==> src/rtl/hist_eq_engine.sv <==
// hist_eq_engine: histogram-equalisation engine.
// Builds a grey-level histogram from the input RAM, turns it into a CDF-based
// remap LUT held in the same storage, then streams the remapped image out.
// Optional feature macro: HIST_READOUT_EN adds an IDLE-time raw histogram readout port.
module hist_eq_engine #(
    parameter int W         = 64,
    parameter int H         = 64,
    parameter int PIX_BITS  = 8,
    parameter int TOTAL_BIT = $clog2(W*H)
) (
    input  logic                 clk,
    input  logic                 rst,
    input  logic                 start,
    output logic                 busy,
    output logic                 done,
    output logic [TOTAL_BIT-1:0] rd_addr,
    input  logic [PIX_BITS-1:0]  rd_data,
    output logic                 wr_en,
    output logic [TOTAL_BIT-1:0] wr_addr,
    output logic [PIX_BITS-1:0]  wr_data
`ifdef HIST_READOUT_EN
    ,
    input  logic [PIX_BITS-1:0]  hist_rd_addr,
    output logic [TOTAL_BIT:0]   hist_rd_data
`endif
);

    localparam int LEVELS = 2**PIX_BITS;
    localparam int TOTAL  = W*H;
    localparam int BIN_W  = TOTAL_BIT + 1;
    localparam int MEM_W  = (BIN_W > PIX_BITS) ? BIN_W : PIX_BITS;
    localparam int CNT_W  = ((TOTAL_BIT > PIX_BITS) ? TOTAL_BIT : PIX_BITS) + 2;
    localparam int PROD_W = TOTAL_BIT + 1 + PIX_BITS;

    localparam logic [CNT_W-1:0] CLEAR_LAST = CNT_W'(LEVELS - 1);
    localparam logic [CNT_W-1:0] COUNT_LAST = CNT_W'(TOTAL + 2);
    localparam logic [CNT_W-1:0] CDF_LAST   = CNT_W'(LEVELS + 1);
    localparam logic [CNT_W-1:0] MAP_LAST   = CNT_W'(TOTAL + 1);
    localparam logic [CNT_W-1:0] ISSUE_END  = CNT_W'(TOTAL);
    localparam logic [CNT_W-1:0] BIN_END    = CNT_W'(LEVELS);

    typedef enum logic [2:0] {IDLE, CLEAR, COUNT, CDF, MAP, DONE} state_t;

    state_t               state, state_n;
    logic [CNT_W-1:0]     cnt;
    logic                 issue;
    logic                 v1, v2;
    logic [PIX_BITS-1:0]  pix_d;
    logic [TOTAL_BIT-1:0] a1, a2;
    logic                 cdf_v;
    logic [PIX_BITS-1:0]  k_d;
    logic [BIN_W-1:0]     cdf, cdf_sum;
    logic [PROD_W-1:0]    lut_prod;
    logic [PIX_BITS-1:0]  lut_val;
    logic [MEM_W-1:0]     bin_inc;
    logic                 fwd;

    logic [MEM_W-1:0]     mem [LEVELS];
    logic [MEM_W-1:0]     mem_q;
    logic                 mem_we;
    logic [PIX_BITS-1:0]  mem_waddr, mem_raddr;
    logic [MEM_W-1:0]     mem_wdata;

    assign busy    = (state != IDLE) && (state != DONE);
    assign done    = (state == DONE);
    assign issue   = ((state == COUNT) || (state == MAP)) && (cnt < ISSUE_END);
    assign rd_addr = issue ? cnt[TOTAL_BIT-1:0] : '0;
    assign wr_en   = (state == MAP) && v2;
    assign wr_addr = wr_en ? a2 : '0;
    assign wr_data = wr_en ? mem_q[PIX_BITS-1:0] : '0;

    assign bin_inc  = MEM_W'(mem_q[BIN_W-1:0]) + MEM_W'(1);
    assign cdf_sum  = cdf + mem_q[BIN_W-1:0];
    assign lut_prod = PROD_W'(cdf_sum) * PROD_W'(LEVELS - 1);
    assign lut_val  = PIX_BITS'(lut_prod >> TOTAL_BIT);
    assign fwd      = (state == COUNT) && v1 && v2 && (pix_d == rd_data);

    // Next-state sequencing; each phase length is fixed by its step counter.
    always_comb begin
        state_n = state;
        case (state)
            IDLE:    if (start)             state_n = CLEAR;
            CLEAR:   if (cnt == CLEAR_LAST) state_n = COUNT;
            COUNT:   if (cnt == COUNT_LAST) state_n = CDF;
            CDF:     if (cnt == CDF_LAST)   state_n = MAP;
            MAP:     if (cnt == MAP_LAST)   state_n = DONE;
            DONE:                           state_n = IDLE;
            default:                        state_n = IDLE;
        endcase
    end

    // Shared bin RAM port steering: clear, increment, or LUT write-back.
    always_comb begin
        mem_we    = 1'b0;
        mem_waddr = '0;
        mem_wdata = '0;
        mem_raddr = rd_data;
        case (state)
            CLEAR: begin
                mem_we    = 1'b1;
                mem_waddr = cnt[PIX_BITS-1:0];
            end
            COUNT: begin
                mem_we    = v2;
                mem_waddr = pix_d;
                mem_wdata = bin_inc;
            end
            CDF: begin
                mem_raddr = cnt[PIX_BITS-1:0];
                mem_we    = cdf_v;
                mem_waddr = k_d;
                mem_wdata = MEM_W'(lut_val);
            end
            default: ;
        endcase
    end

    // State register and per-phase step counter, restarted on every phase change.
    always_ff @(posedge clk) begin
        if (rst) begin
            state <= IDLE;
            cnt   <= '0;
        end else begin
            state <= state_n;
            if ((state_n != state) || (state == IDLE))
                cnt <= '0;
            else
                cnt <= cnt + CNT_W'(1);
        end
    end

    // Pixel and CDF pipeline stages plus the running cumulative sum.
    always_ff @(posedge clk) begin
        if (rst) begin
            v1    <= 1'b0;
            v2    <= 1'b0;
            a1    <= '0;
            a2    <= '0;
            pix_d <= '0;
            cdf_v <= 1'b0;
            k_d   <= '0;
            cdf   <= '0;
        end else begin
            v1    <= issue;
            a1    <= cnt[TOTAL_BIT-1:0];
            v2    <= v1;
            a2    <= a1;
            pix_d <= rd_data;
            cdf_v <= (state == CDF) && (cnt < BIN_END);
            k_d   <= cnt[PIX_BITS-1:0];
            if (state != CDF)
                cdf <= '0;
            else if (cdf_v)
                cdf <= cdf_sum;
        end
    end

    // Bin/LUT storage write port; contents are not reset.
    always_ff @(posedge clk) begin
        if (mem_we)
            mem[mem_waddr] <= mem_wdata;
    end

    // Registered read, with the in-flight increment forwarded for repeated pixels.
    always_ff @(posedge clk) begin
        if (rst)
            mem_q <= '0;
        else if (fwd)
            mem_q <= bin_inc;
        else
            mem_q <= mem[mem_raddr];
    end

`ifdef HIST_READOUT_EN
    logic [BIN_W-1:0] copy_mem [LEVELS];
    logic             copy_ok;

    // Raw bin copy tracks clear and count writes only, so the LUT never overwrites it.
    always_ff @(posedge clk) begin
        if (mem_we && ((state == CLEAR) || (state == COUNT)))
            copy_mem[mem_waddr] <= mem_wdata[BIN_W-1:0];
    end

    // Readout register updates only in IDLE and reads zero until a frame has completed.
    always_ff @(posedge clk) begin
        if (rst) begin
            copy_ok      <= 1'b0;
            hist_rd_data <= '0;
        end else begin
            if (state == DONE)
                copy_ok <= 1'b1;
            if (state == IDLE)
                hist_rd_data <= copy_ok ? copy_mem[hist_rd_addr] : '0;
        end
    end
`endif

endmodule

==> config.mk <==
export PLATFORM = sky130hd
export DESIGN_NAME = hist_eq_engine
export DESIGN_NICKNAME = d
export VERILOG_FILES = /design/src/rtl/hist_eq_engine.sv
export SDC_FILE = /design/constraint.sdc
export NUM_CORES = 2
export LEC_CHECK = 0
export ABC_AREA = 1
export BUFFER_PORTS_ARGS = -buffer_cell sky130_fd_sc_hd__buf_4
export CAP_MARGIN = 0
export CORE_MARGIN = 2
export CORE_UTILIZATION = 35
export CTS_CLUSTER_DIAMETER = 100
export CTS_CLUSTER_SIZE = 10
export DETAILED_ROUTE_END_ITERATION = 16
export PLACE_DENSITY = 0.49
export SETUP_SLACK_MARGIN = 0.2
export SLEW_MARGIN = 20
export SYNTH_ARGS = -nofsm -noshare
export SYNTH_HDL_FRONTEND = slang
export SYNTH_SLANG_ARGS = --single-unit
==> constraint.sdc <==
create_clock -name clk -period 16.5 [get_ports clk]
set_clock_uncertainty 0.15 [all_clocks]
set_input_delay 0.825 -clock clk [delete_from_list [all_inputs] [get_ports clk]]
set_output_delay 0.825 -clock clk [all_outputs]
set_load 0.02 [all_outputs]
* Yosys cells after proc, flatten, opt, wreduce, memory -nomap -nowiden *
Memory sizes are Yosys's and may differ from the RTL's.
Index checks and enable logic that the tools add are counted.

cells by class
  add/sub/neg operators = 3
  multiplexer cells = 16
  shift operators = 0
  multiply operators = 1
  divide/modulo/power cells = 0
  eq/ne operators = 13
  bitwise gates (word level) = 0
  $lt $le $gt $ge = 2
  reductions and logical operators = 13

operator list
  kind                     number
  $eq A14 B13 Y1 const B   2
  $pmux W13 S2             1
  $mux W12                 2
  $pmux W8 S3              1
  $mul A13 B8 Y20 const B  1
  $mux W8                  2
  $mux W3                  5
  $pmux W3 S5              1
  $add A14 B1 Y14 const B  1
  $eq A14 B8 Y1 const B    1
  $eq A14 B9 Y1 const B    1
  $lt A14 B13 Y1 const B   1
  $lt A14 B9 Y1 const B    1
  $add A13 B1 Y13 const B  1
  $add A13 B13 Y13         1
  $mux W13                 1
  $eq A8 B8 Y1             1
  $logic_and A1 B1 Y1      7
  $eq A3 B2 Y1 const B     2
  $eq A3 B3 Y1 const B     2
  $reduce_or A2 Y1         2
  $eq A3 B1 Y1 const B     1
  $logic_not A3 Y1         1
  $ne A3 B2 Y1 const B     1
  other kinds (6)          8

word-level totals
  memory bits (writable) = 3328
  register bits after elaboration = 86
  latch bits = 0
  ROM bits = 0
  output and inout port bits = 35
  input bits = 11
  memories = 1

memories
  memory  words  width  rd ports  clocked after memory_dff  write ports  RTL line  text
  mem     256    13     1         0                         1            58        logic [MEM_W-1:0] mem [LEVELS];

* Logic depth before layout (Yosys ltp) *
  word-level depth = 6
  gate-level depth with buffers = 34
  mapped depth without buffers = 34

* Worst setup path before layout *
OpenSTA, ideal clock, no wires.

  kind = register -> register
  from = register mem_q[0]
  to = memory mem[0][4] (netlist bit), data pin
  data required time = 14.765 ns
  path slack = 2.827 ns
  data arrival time = 11.938 ns
  stages on the path, launching flop included = 24
  path through = dfxtp_1 > ha_1 > inv_1 > fa_1 > o31ai_1 > xor2_1 > xnor2_1 > inv_1 > ha_1 > a21o_1 > ha_1 > xor2_1 > fa_1 > inv_1 > fa_1 > inv_1 > ha_1 > a21oi_1 > o21ai_0 > a21oi_1 > nand2_1 > a31o_2 > xnor2_1 > o22ai_1

on the way
  word-level cells in the longest chain between the ends = 3
  elaborated cells between the ends (all ways) = 4
  classes of those cells = 2 x add/sub; 1 x mul; 1 x mux

RTL lines
  item                    RTL line  text
  start, declared         59        logic [MEM_W-1:0] mem_q;
  start signal, assigned  169       mem_q <= bin_inc;
  start signal, assigned  171       mem_q <= mem[mem_raddr];
  $add A13 B13 Y13        73        assign cdf_sum = cdf + mem_q[BIN_W-1:0];
  net cdf_sum[4]          52        logic [BIN_W-1:0] cdf, cdf_sum;
  $mul A13 B8 Y20         74        assign lut_prod = PROD_W'(cdf_sum) * PROD_W'(LEVELS - 1);
  $pmux W13 S2            98        case (state)
  net mem_wdata[4]        62        logic [MEM_W-1:0] mem_wdata;
  end, declared           58

The timed path passes the listed nets, and every way through them passes these cells.

* Final worst setup path *
  from = register mem_q[0]
  to = memory mem[242][0] (netlist bit), data pin

The elaborated chain is that of the path after synthesis.

==> results.cfg <==
[run_status]
status = finished, final reports clean

[floorplan]
pin_count = 46
initial_core_util_pct = 35.1
die_w_um = 656
die_area_sq_um = 430000
die_h_um = 656
rows = 239
core_sq_um = 423000

[place]
hpwl_mm = 251
placed_cells = 19254
port_buffers = 45
dp_slack_ns = 7.75
gp_congestion = 0.880

[setup_path]
critical_path_class = register to register
crit_end = mem[242][0]
r2r_start = mem_q[0]
r2r_slack_ns = 7.81
crit_path_start = mem_q[0]
required_ns = 16.99
crit_path_start_kind = register
endpoint_kind = register
r2r_end = mem[242][0]
cp_data_arrival_time_ns = 9.18
crit_fanout = 68
rr_worst_depth = 27

[logic_synthesis]
ys_seq_elements = 3406
synth.top_cell.area_share_pct = 67.1
syn_nets = 14154
synth_warnings = 0
synth_cell_types = 42
post-synth-top-area-cell = edfxtp_1
syn_area_sq_um = 149000
syn_avg_cell_area_sq_um = 10.6
synth_cells = 14038
synth_seq_area_share_pct = 68.2
yosys-top-cells-area = edfxtp_1 (67%), nand2_1 (9.9%), nand3_1 (8.5%)

[sta]
finalSetupViolCount = 0
setup_tns_ns = 0
rsz0062_at_grt = false
fmax_mhz = 115
hold_viol_final = 0
timing.final.crit_share_pct = 52.7
fin_crit_ns = 8.69
report.final.slew_viol_count = 0
worst_slack_ns = 7.81
worst_pin_slew_ns = 1.28
slew_headroom_pct = 14.9

[routing]
drtIter0Drc = 9542
vias = 98161
routed_wl_mm = 462
first_pass_iters = 5
ant_nets = 0
drc = 0
wl_per_cell_um = 23.5
viasPerCell = 4.98

[pwr]
p_clk_share_pct = 41.0
internal-power_w = 0.0139
power_frac_seq_pct = 51.2
total_power_w = 0.0183
peakVddDrop_mv = 0.0854
net-switching-power_w = 0.00437
p_sw_share_pct = 23.9
p_leak_nw = 67.0
powerDensity_nw_per_um2 = 110
combinationalPowerShare_pct = 7.8

[clock_network]
clk_latency_ns = 0.97
postCtsResizedCells = 0
clock-sinks = 3406
clk_pin_slew_ns = 0.06
cts-htree-levels = 5
cts_buffers = 379
cts_root_buf = clkbuf_16
cts_tree = yes
cts_buffer_depth = 4

[grt]
grt_pass1_vias = 91675
gr-usage-all-layers_pct = 21.0
antenna_found_initial = 10
grt_max_degree = 203
grt_pass1_wl_mm = 668
overflow = 0

[cells_and_area]
nFillCells = 40985
synthToLayoutAreaGrowth_pct = 11.7
final_cells = 19697
drive_above_1_share_pct = 6.74
final_util_pct = 39.2
fin_nets = 14097

[hold_path]
hold_path_class = input port to register

[job]
cap_violations = 0
## stage by stage
| step | instance area [sq um] | hold slack (ns) |
|---|---|---|
| final | 166000 | 0.113 |
| after floorplan | 149000 | 0.238 |
| after CTS | 166000 | 0.0650 |
| after global placement | 156000 | 0.239 |
| after global routing | 166000 | 0.123 |
| after detailed placement | 156000 | 0.242 |
## repair_timing
| item | 4_1_cts | 5_1_grt |
|---|---|---|
| hold buffers | 8 | 0 |
| hold endpoints to repair | 8 | 0 |
| buffers inserted | 0 | 0 |
## cell families after synthesis
logic type / Yosys count / share of synthesized area [%]
buffers and inverters: 2991 / 8.02
and+or+nand+nor: 6992 / 20.1
DFF: 3406 / 68.2
xor gates and xnor gates: 45 / 0.265
AOI/OAI and AO/OA: 499 / 2.39
adders and majority gates: 105 / 1.08
## registers in the layout, indices dropped and copies added, names as in the netlist
name	count
a1	12
a2	12
cdf	13
cdf_v	1
cnt	14
mem	3328
mem_q	13
pix_d	8
state	3
v1	1
v2	1
## critical path, stage by stage (launching register included)
cell     delay [ns]
dfxtp_1        0.45
ha_1           0.22
inv_1          0.05
fa_1           0.44
o31ai_1        0.31
xor2_1         0.77
xnor2_1        0.19
inv_1          0.06
ha_1           0.17
a21o_1         0.17
ha_1           0.31
xor2_1         0.19
fa_1           0.55
inv_1          0.05
fa_1           0.47
inv_1          0.04
ha_1           0.30
a21oi_1        0.14
o21ai_0        0.12
a31o_2         0.23
nand3_1        0.06
nand2_1        0.07
a21oi_1        0.11
o21ai_0        0.21
o21ai_4        0.13
buf_4          0.66
buf_4          0.74
buf_4          0.72
## cell usage in the layout (no fill, tap or decap), types with 4 or more instances in the layout
| master | count |
|---|---|
| inv_16 | 8 |
| a21o_1 | 8 |
| nor3_1 | 16 |
| buf_12 | 32 |
| xor2_1 | 34 |
| dfxtp_1 | 78 |
| nor2_1 | 263 |
| or2_2 | 4 |
| nand3b_1 | 93 |
| clkinv_1 | 5 |
| xnor2_1 | 11 |
| nand2_1 | 3907 |
| inv_6 | 6 |
| nand3_1 | 2531 |
| nand2_2 | 17 |
| nor2_2 | 121 |
| clkbuf_16 | 385 |
| nand2_4 | 5 |
| nand4_1 | 6 |
| ha_1 | 65 |
| a21oi_1 | 46 |
| dlygate4sd3_1 | 8 |
| diode_2 | 7 |
| clkbuf_1 | 17 |
| buf_4 | 314 |
| inv_1 | 2191 |
| clkinv_16 | 6 |
| o21ai_4 | 9 |
| fa_1 | 40 |
| a221oi_1 | 4 |
| o211ai_1 | 383 |
| nor2_4 | 22 |
| o21ai_0 | 29 |
| edfxtp_1 | 3328 |
## synth_stat cells (all sizes together)
library cell  instances
a21o                  8
a21oi                46
a221oi                4
a22oi                 3
a31o                  2
a31oi                 1
buf                 562
clkbuf              230
clkinv                4
dfxtp                78
edfxtp             3328
fa                   40
ha                   65
inv                2195
nand2              3930
nand3              2532
nand3b               93
nand4                 7
nor2                406
nor3                 16
nor3b                 2
nor4                  2
o2111ai               3
o211ai              383
o21a                  3
o21ai                40
o21bai                1
o22ai                 4
o31ai                 1
or2                   4
xnor2                11
xor2                 34
## power groups by stage
stage	Combinational, W	Sequential [W]	Clock [W]
final	0.00142	0.00936	0.00749
after global placement	0.00143	0.00954	0
after global routing	0.00160	0.00936	0.00795
after detailed placement	0.00142	0.00954	0
after CTS	0.00142	0.00936	0.00765
after floorplan	0.000952	0.00954	0
## layer usage
metal | global-route usage, % | vias up | routed length (um)
met2 | 33.0 | 2917 | 209000
met5 | 0 | - | 0
met1 | 29.4 | 48334 | 206000
met4 | 6.72 | 0 | 16100
met3 | 3.83 | 604 | 31500
li1 | - | 46306 | -
## how the worst min path moves through the flow
stage,start,to,slack [ns],cells after the start
6_report,rst,a2[9],0.11,2
3_3_place_gp,a1[11],a2[11],0.24,2
4_1_cts,rst,a2[11],0.06,2
2_1_floorplan,a1[10],a2[10],0.24,2
3_5_place_dp,a1[11],a2[11],0.24,2
5_1_grt,rst,a2[9],0.12,2
## final cells by class
| cell class | count | area, sq um | share of cell area (%) |
|---|---|---|---|
| Timing Repair Buffer | 354 | 3080 | 1.85 |
| Multi-Input combinational cell | 7641 | 36100 | 21.7 |
| Tap cell | 5663 | 7090 | 4.26 |
| Antenna cell | 7 | 17.5 | 0.0105 |
| Clock buffer | 402 | 9700 | 5.84 |
| Clock inverter | 25 | 449 | 0.270 |
| Inverter | 2199 | 8270 | 4.98 |
| Sequential cell | 3406 | 101000 | 61.1 |
(Power assumes the default switching activity.)
